--- config.mk ---
export PLATFORM = sky130hd
export DESIGN_NAME = cci_mpf_vtp_csr_ctrl
export DESIGN_NICKNAME = d
export VERILOG_FILES = /design/src/rtl/cci_mpf_vtp_csr_ctrl.sv
export SDC_FILE = /design/constraint.sdc
export NUM_CORES = 1
export LEC_CHECK = 0
export CORE_MARGIN = 2
export CORE_UTILIZATION = 25
export CTS_CLUSTER_DIAMETER = 120
export DETAILED_ROUTE_END_ITERATION = 10
export SETUP_SLACK_MARGIN = 0.05
export SLEW_MARGIN = 20
export SYNTH_ARGS = -nofsm -noshare
export SYNTH_HDL_FRONTEND = slang
export SYNTH_SLANG_ARGS = --single-unit
--- constraint.sdc ---
create_clock -name clk -period 2.6 [get_ports clk]
set_input_delay 0.26 -clock clk [delete_from_list [all_inputs] [get_ports clk]]
set_output_delay 0.26 -clock clk [all_outputs]
set_load 0.1 [all_outputs]
--- src/rtl/cci_mpf_vtp_csr_ctrl.sv ---
// cci_mpf_vtp_csr_ctrl
// MMIO-side CSR engine for the MPF VTP shim. It decodes host MMIO reads and writes
// that fall in the VTP CSR window and holds these registers: DFH, ID, MODE,
// page-table root address and the TLB statistics counters. It drives the mode and
// page-table outputs into the translation pipeline and runs the translation-cache
// invalidate request/ack handshake.
//
// CSR k sits at word address DFH_MMIO_BASE_ADDR + 2k, for k = 0..7.
//
// Optional feature: define CCI_MPF_VTP_CSR_STATS_EN to build the hit/miss counters.
// When it is undefined, there are no counter flops and the counter CSRs read 0.
//
// Ports
//   clk, reset_n        clock, asynchronous active-low reset
//   mmio_wr_*           64-bit MMIO write: strobe, word address, data
//   mmio_rd_*           64-bit MMIO read: strobe, word address, transaction id
//   mmio_rsp_*          read response, two cycles after the request; tid is echoed
//   csr_mode            {inval_translation_cache, enabled}
//   inval_ack           translation pipeline has finished invalidating
//   pt_paddr(_valid)    page-table root address; valid once it has been written
//   tlb_hit, tlb_miss   single-cycle event pulses from the translation cache
module cci_mpf_vtp_csr_ctrl #(
   parameter int unsigned MMIO_ADDR_WIDTH    = 16,
   parameter int unsigned DFH_MMIO_BASE_ADDR = 0,
   parameter int unsigned DFH_MMIO_NEXT_ADDR = 0,
   parameter int unsigned COUNTER_WIDTH      = 48
) (
   input  logic                       clk,
   input  logic                       reset_n,

   input  logic                       mmio_wr_valid,
   input  logic [MMIO_ADDR_WIDTH-1:0] mmio_wr_addr,
   input  logic [63:0]                mmio_wr_data,

   input  logic                       mmio_rd_valid,
   input  logic [MMIO_ADDR_WIDTH-1:0] mmio_rd_addr,
   input  logic [8:0]                 mmio_rd_tid,

   output logic                       mmio_rsp_valid,
   output logic [8:0]                 mmio_rsp_tid,
   output logic [63:0]                mmio_rsp_data,

   output logic [1:0]                 csr_mode,
   input  logic                       inval_ack,

   output logic [63:0]                pt_paddr,
   output logic                       pt_paddr_valid,

   input  logic                       tlb_hit,
   input  logic                       tlb_miss
);

   localparam int unsigned AW = MMIO_ADDR_WIDTH;
   localparam int unsigned DW = 64;
   localparam int unsigned TW = 9;

   localparam logic          DFH_EOL     = (DFH_MMIO_NEXT_ADDR == 0);
   // The byte offset to the next DFH: four bytes per MMIO word.
   localparam logic [23:0]   NEXT_OFFSET = DFH_EOL ? 24'd0 :
                                24'((DFH_MMIO_NEXT_ADDR - DFH_MMIO_BASE_ADDR) * 4);
   localparam logic [DW-1:0] DFH_VALUE   = {4'h1, 19'h0, DFH_EOL, NEXT_OFFSET, 16'h0};
   // VTP feature UUID c8a2982f-ff96-42bf-a705-45727f501901
   localparam logic [DW-1:0] ID_L_VALUE  = 64'ha705_4572_7f50_1901;
   localparam logic [DW-1:0] ID_H_VALUE  = 64'hc8a2_982f_ff96_42bf;

   typedef enum logic [2:0] {
      CSR_DFH      = 3'd0,
      CSR_ID_L     = 3'd1,
      CSR_ID_H     = 3'd2,
      CSR_MODE     = 3'd3,
      CSR_PT_PADDR = 3'd4,
      CSR_HIT_CNT  = 3'd5,
      CSR_MISS_CNT = 3'd6,
      CSR_RSVD     = 3'd7
   } t_csr_idx;

   typedef struct packed {
      logic inval_translation_cache;
      logic enabled;
   } t_cci_mpf_vtp_csr_mode;

   typedef enum logic {
      ST_IDLE  = 1'b0,
      ST_INVAL = 1'b1
   } t_inval_state;

   // Address decode. An address below the base wraps to a large offset and misses.
   logic [AW-1:0] wr_off_c, rd_off_c;
   logic          wr_hit_c, rd_hit_c;
   t_csr_idx      wr_idx_c, rd_idx_c;
   logic          wr_mode_c, wr_pt_c;

   assign wr_off_c  = mmio_wr_addr - AW'(DFH_MMIO_BASE_ADDR);
   assign rd_off_c  = mmio_rd_addr - AW'(DFH_MMIO_BASE_ADDR);
   assign wr_hit_c  = mmio_wr_valid && (wr_off_c[AW-1:4] == '0) && !wr_off_c[0];
   assign rd_hit_c  = mmio_rd_valid && (rd_off_c[AW-1:4] == '0) && !rd_off_c[0];
   assign wr_idx_c  = t_csr_idx'(wr_off_c[3:1]);
   assign rd_idx_c  = t_csr_idx'(rd_off_c[3:1]);
   assign wr_mode_c = wr_hit_c && (wr_idx_c == CSR_MODE);
   assign wr_pt_c   = wr_hit_c && (wr_idx_c == CSR_PT_PADDR);

   // Invalidate handshake FSM
   t_inval_state state_q, state_d;

   always_ff @(posedge clk or negedge reset_n) begin
      if (!reset_n) state_q <= ST_IDLE;
      else          state_q <= state_d;
   end

   // Extra invalidate requests that arrive while busy merge into the one in flight.
   always_comb begin
      state_d = state_q;
      case (state_q)
         ST_IDLE:  if (wr_mode_c && mmio_wr_data[1]) state_d = ST_INVAL;
         ST_INVAL: if (inval_ack)                    state_d = ST_IDLE;
         default:  state_d = ST_IDLE;
      endcase
   end

   // Mode and page-table registers
   logic                  enabled_q;
   t_cci_mpf_vtp_csr_mode mode;

   always_ff @(posedge clk or negedge reset_n) begin
      if (!reset_n) begin
         enabled_q      <= 1'b0;
         pt_paddr       <= '0;
         pt_paddr_valid <= 1'b0;
      end else begin
         if (wr_mode_c) enabled_q <= mmio_wr_data[0];
         if (wr_pt_c) begin
            pt_paddr       <= mmio_wr_data;
            pt_paddr_valid <= 1'b1;
         end
      end
   end

   assign mode.inval_translation_cache = (state_q == ST_INVAL);
   assign mode.enabled                 = enabled_q;
   assign csr_mode                     = mode;

   // TLB statistics
   logic [DW-1:0] hit_rd_c, miss_rd_c;

`ifdef CCI_MPF_VTP_CSR_STATS_EN
   logic [COUNTER_WIDTH-1:0] hit_cnt_q, miss_cnt_q;
   logic                     wr_hit_cnt_c, wr_miss_cnt_c;

   assign wr_hit_cnt_c  = wr_hit_c && (wr_idx_c == CSR_HIT_CNT);
   assign wr_miss_cnt_c = wr_hit_c && (wr_idx_c == CSR_MISS_CNT);

   // A clear has priority over an increment in the same cycle. The counters saturate at all-ones.
   always_ff @(posedge clk or negedge reset_n) begin
      if (!reset_n) begin
         hit_cnt_q  <= '0;
         miss_cnt_q <= '0;
      end else begin
         if (wr_hit_cnt_c)                 hit_cnt_q  <= '0;
         else if (tlb_hit && !(&hit_cnt_q)) hit_cnt_q <= hit_cnt_q + COUNTER_WIDTH'(1);
         if (wr_miss_cnt_c)                  miss_cnt_q <= '0;
         else if (tlb_miss && !(&miss_cnt_q)) miss_cnt_q <= miss_cnt_q + COUNTER_WIDTH'(1);
      end
   end

   assign hit_rd_c  = DW'(hit_cnt_q);
   assign miss_rd_c = DW'(miss_cnt_q);
`else
   logic unused_stats;

   assign unused_stats = ^{tlb_hit, tlb_miss, COUNTER_WIDTH[0]};
   assign hit_rd_c     = '0;
   assign miss_rd_c    = '0;
`endif

   // Read mux. A read samples register values from before any write in the same cycle.
   logic [DW-1:0] rd_data_c;

   always_comb begin
      rd_data_c = '0;
      case (rd_idx_c)
         CSR_DFH:      rd_data_c = DFH_VALUE;
         CSR_ID_L:     rd_data_c = ID_L_VALUE;
         CSR_ID_H:     rd_data_c = ID_H_VALUE;
         CSR_MODE:     rd_data_c = {62'h0, mode.inval_translation_cache, mode.enabled};
         CSR_PT_PADDR: rd_data_c = pt_paddr;
         CSR_HIT_CNT:  rd_data_c = hit_rd_c;
         CSR_MISS_CNT: rd_data_c = miss_rd_c;
         default:      rd_data_c = '0;
      endcase
   end

   // Two-stage read response pipeline. Reset drops any responses in flight.
   logic          rd_valid_q;
   logic [TW-1:0] rd_tid_q;
   logic [DW-1:0] rd_data_q;

   always_ff @(posedge clk or negedge reset_n) begin
      if (!reset_n) begin
         rd_valid_q     <= 1'b0;
         rd_tid_q       <= '0;
         rd_data_q      <= '0;
         mmio_rsp_valid <= 1'b0;
         mmio_rsp_tid   <= '0;
         mmio_rsp_data  <= '0;
      end else begin
         rd_valid_q     <= rd_hit_c;
         if (rd_hit_c) begin
            rd_tid_q  <= mmio_rd_tid;
            rd_data_q <= rd_data_c;
         end
         mmio_rsp_valid <= rd_valid_q;
         if (rd_valid_q) begin
            mmio_rsp_tid  <= rd_tid_q;
            mmio_rsp_data <= rd_data_q;
         end
      end
   end

endmodule

---- After elaboration in Yosys (flattened, before gate mapping) ----
Index checks and enable logic that the tools add are counted.
operators by class
  equal/unequal tests ..................... 6
  reductions and logical operators ........ 12
  bitwise logic cells ..................... 1
  multiplexer cells ....................... 4
operators by type and width
  cell                                                              count
  64-bit case mux with 5 select lines                               1
  12-bit logical NOT                                                2
  3-bit by 2-bit == test with 1-bit output (second input constant)  3
  1-bit logical AND                                                 7
  3-bit == test (second input constant)                             2
  3-bit by 1-bit == test with 1-bit output (second input constant)  1
  3-bit logical NOT                                                 1
  1-bit logical NOT                                                 2
  1-bit 2-to-1 mux                                                  2
  1-bit case mux with 2 select lines                                1
  1-bit inverter                                                    1
storage, ports and cells
  bits in registers ....................... 215
  output and inout bits ................... 141

---- Logic depth before layout (Yosys ltp) ----
  depth in word-level cells ............... 7
  gate-level depth with buffers ........... 7

---- Least setup slack after synthesis ----
Ideal clock, no wire load.
  path kind ............................... input to register
  start point ............................. input port mmio_wr_addr[12]
  end point ............................... register pt_paddr[0]
  arrival ................................. 1.644 ns
  slack ................................... 0.828 ns
  stages .................................. 6
  cells stage by stage .................... nor4b_1 > nand4_1 > nor4b_2 > buf_4 > buf_6 > mux2_1
between the ends
  longest elaborated chain between the ends .. 4
RTL lines
  what                            line  RTL
  start: declaration              32    input logic [MMIO_ADDR_WIDTH-1:0] mmio_wr_addr,
  12-bit logical NOT              95    assign wr_hit_c = mmio_wr_valid && (wr_off_c[AW-1:4] == '0) && !wr_off_c[0];
  1-bit logical AND (2 in a row)  95
  1-bit logical AND               100   assign wr_pt_c = wr_hit_c && (wr_idx_c == CSR_PT_PADDR);
  end signal: assignment          132   pt_paddr <= mmio_wr_data;
  end: declaration                46    output logic [63:0] pt_paddr,
No other way between the ends.
A chain may end at the register's enable or synchronous reset.

---- Worst setup path after layout ----
  start point ............................. input port mmio_wr_addr[8]
  end point ............................... register pt_paddr[23]
The elaborated chain is that of the path after synthesis.

==> impl_metrics.json <==
{
  "rr_worst_depth": 2,
  "rr_startpoint": "rd_valid_q$_DFF_PN0_",
  "cp.required_ns": 2.99,
  "routedWlPerCell_um": 16.5,
  "track_usage": 0.126,
  "p_leak_uw": 0.00589,
  "status": "completed",
  "grtUsageMet3": 0.0270,
  "r2r_slack_ns": 1.07,
  "place_ws_ns": 0.0883,
  "synth_fp_nets": 741,
  "finalCritPeriodShare": 0.764,
  "clkSinkCount": 215,
  "io_pins": 253,
  "area_growth_pct": 42.9,
  "yosys_register_bits": 215,
  "cts_tree": "built",
  "grt_pass1_wl_mm": 35.2,
  "path_cells": "clkdlybuf4s50_1 -> nor4_1 -> nand4_1 -> nor4b_4 -> buf_12 -> mux2_1",
  "netlist.area_leader.share": 0.639,
  "syn_inst": 629,
  "max_freq_mhz": 503,
  "hp-start": "mmio_rd_addr[1]",
  "num_rows": 67,
  "cp.arrival_ns": 2.38,
  "port_buffers": 250,
  "n_antenna_cell": 0,
  "yosysSeqAreaShare": 0.639,
  "die_h_um": 187,
  "hold-path-endpoint": "rd_data_q[35]$_DFFE_PN0P_",
  "peakVddDrop_uv": 498,
  "ant_nets": 0,
  "synth_cell_type_count": 30,
  "viasPerCell": 4.28,
  "drive_above_1_share": 0.347,
  "synth_area_per_cell_um2": 13.4,
  "hold_depth": 2,
  "setup_violations": 0,
  "hp-class": "primary input to flip-flop",
  "globalRouteOverflowTotal": 0,
  "crit_path_start_kind": "primary input",
  "grt_pass1_vias": 6021,
  "critPathMaxStageDelay_ns": 0.42,
  "worst_pin_slew_ns": 0.567,
  "finalSetupTns_ns": 0,
  "period_needed_ns": 1.99,
  "slew_violations": 0,
  "fin_skew_ns": 0.0127,
  "synth_area_um2": 8410,
  "antenna_found_initial": 1,
  "slowest_stage": "clkdlybuf4s50_1",
  "vias": 5776,
  "fp.dieW_um": 187,
  "cts_resized": 0,
  "firstDrtPassIters": 4,
  "top_usage_layer": "met2",
  "synthTopCellsByArea": "dfrtp_1 (64%), mux2_2 (13%), mux2_1 (6.6%)",
  "drt_iter0_markers": 189,
  "htree_num_levels": 1,
  "utilization": 0.360,
  "use_met2": 0.215,
  "place_area_um2": 11200,
  "yosysWarnings": 0,
  "timing.rr.end": "mmio_rsp_data[8]$_DFFE_PN0P_",
  "final_nets": 995,
  "relSlewSlack": 0.622,
  "max-cap-violations": 0,
  "clk_path_buf_depth": 3,
  "die_area_um2": 35100,
  "post-cts-setup-buffers": 0,
  "rsz0062_at_grt": "no",
  "cts_hold_buf": 1,
  "grt_max_degree": 72,
  "hold_viol_final": 0,
  "dp.final_hpwl_mm": 15.5,
  "start_util": 0.252,
  "clockRootBuffer": "clkbuf_16",
  "clk_latency_ns": 0.52,
  "crit_fanout": 65,
  "setup_ws_ns": 0.613,
  "worstSetupEndpointType": "flip-flop",
  "drc": 0,
  "cts_buffers": 26,
  "final_area_um2": 12000,
  "cellPowerDensity_nw_per_um2": 600,
  "globalplace.congestion": 0.721,
  "path_clk_slew_ns": 0.06,
  "coreArea_um2": 33400,
  "yosys.area.top_type": "dfrtp_1",
  "routed_wirelength_mm": 22.3,
  "use_met1": 0.162,
  "criticalPathCategory": "primary input to flip-flop"
}
## final cells by class
type,instances,area (um2)
fill,3355,21300
multi-input combinational,365,2830
clock inverter,9,78.8
clock buffer,38,767
tap,448,561
sequential,215,5380
timing repair buffer,273,2400
inverter,2,7.51
## cell usage in the layout, fill, tap and decap left out, drive strengths merged
cell | Yosys | final
a211oi | 1 | 1
a21boi | 1 | 1
a21o | 1 | 1
a21oi | 48 | 48
a2bb2oi | 1 | 1
a31o | 1 | 1
buf | 14 | 165
bufinv | 0 | 1
clkbuf | 33 | 38
clkdlybuf4s50 | 0 | 107
clkinv | 0 | 6
clkinvlp | 0 | 2
dfrtp | 215 | 215
dlygate4sd3 | 0 | 1
inv | 2 | 2
mux2 | 147 | 147
nand2 | 77 | 77
nand2b | 1 | 1
nand3b | 1 | 1
nand4 | 2 | 2
nor2 | 4 | 4
nor2b | 6 | 6
nor3 | 1 | 1
nor4 | 4 | 4
nor4b | 3 | 3
o21ai | 27 | 27
o31ai | 36 | 36
o41ai | 1 | 1
or2 | 1 | 1
xnor2 | 1 | 1
## state kept, by name (all words and copies together) (netlist names)
register and count:
mmio_rsp_data 64, pt_paddr 64, rd_data_q 64, mmio_rsp_tid 9, rd_tid_q 9, enabled_q 1, mmio_rsp_valid 1, pt_paddr_valid 1
rd_valid_q 1, state_q 1
## cells in the mapped netlist (all sizes together)
cell	number
or2	1
clkbuf	33
o41ai	1
a31o	1
nor4	4
a21boi	1
inv	2
nand2b	1
o21ai	27
a21o	1
nand4	2
nand2	77
a21oi	48
nor3	1
a2bb2oi	1
nor2b	6
nor4b	3
nand3b	1
o31ai	36
a211oi	1
xnor2	1
dfrtp	215
mux2	147
buf	14
nor2	4
## cells by family (layout without fill, tap and decap cells)
group / Yosys count / in the layout / share of synthesized area
AND/OR/NAND/NOR: 100 / 100 / 0.0519
buffers and inverters: 49 / 322 / 0.0284
AO/OA/AOI/OAI: 117 / 117 / 0.0825
flip-flops: 215 / 215 / 0.639
multiplexers: 147 / 147 / 0.197
XOR/XNOR: 1 / 1 / 0.00104
## per-stage QoR
| step | power [uW] | hold WS [ns] | std cells |
|---|---|---|---|
| 6_report | 7210 | 0.200 | 1350 |
| 2_1_floorplan | 3470 | -0.0356 | 629 |
| 5_1_grt | 7520 | 0.207 | 1350 |
| 4_1_cts | 7380 | 0.184 | 1350 |
| 3_5_place_dp | 3760 | 0.278 | 1302 |
| 3_3_place_gp | 3760 | 0.275 | 1302 |
## routing by layer
layer / up-vias / wire length (um) / part of all wire
met5: - / 13 / 0.00058
met4: 2 / 577 / 0.026
met3: 37 / 1140 / 0.051
met2: 138 / 10900 / 0.49
met1: 2867 / 9650 / 0.43
li1: 2732 / - / -
## how the worst max path moves through the flow
| stage | to | startpoint | slack [ns] | cells past startpoint |
|---|---|---|---|---|
| after floorplan | pt_paddr[0]$_DFFE_PN0P_ | mmio_wr_addr[12] | 0.83 | 6 |
| after CTS | pt_paddr[31]$_DFFE_PN0P_ | mmio_wr_addr[8] | 0.65 | 6 |
| after detailed placement | pt_paddr[31]$_DFFE_PN0P_ | mmio_wr_addr[8] | 0.09 | 6 |
| after global placement | pt_paddr[51]$_DFFE_PN0P_ | mmio_wr_addr[12] | 0.15 | 6 |
| final | pt_paddr[23]$_DFFE_PN0P_ | mmio_wr_addr[8] | 0.61 | 6 |
| after global routing | pt_paddr[23]$_DFFE_PN0P_ | mmio_wr_addr[12] | 0.48 | 6 |
## where the power goes
part	total [uW]	switching [uW]	internal [uW]
clock	3520	1380	2130
sequential	3350	0.792	3350
combinational	346	163	183
## critical path, delay by kind of cell
kind,cells,cell delay (ns)
simple gates,3,0.87
buf+inv,2,0.78
mux,1,0.38
Note: power is estimated with default switching activity, not from simulation.
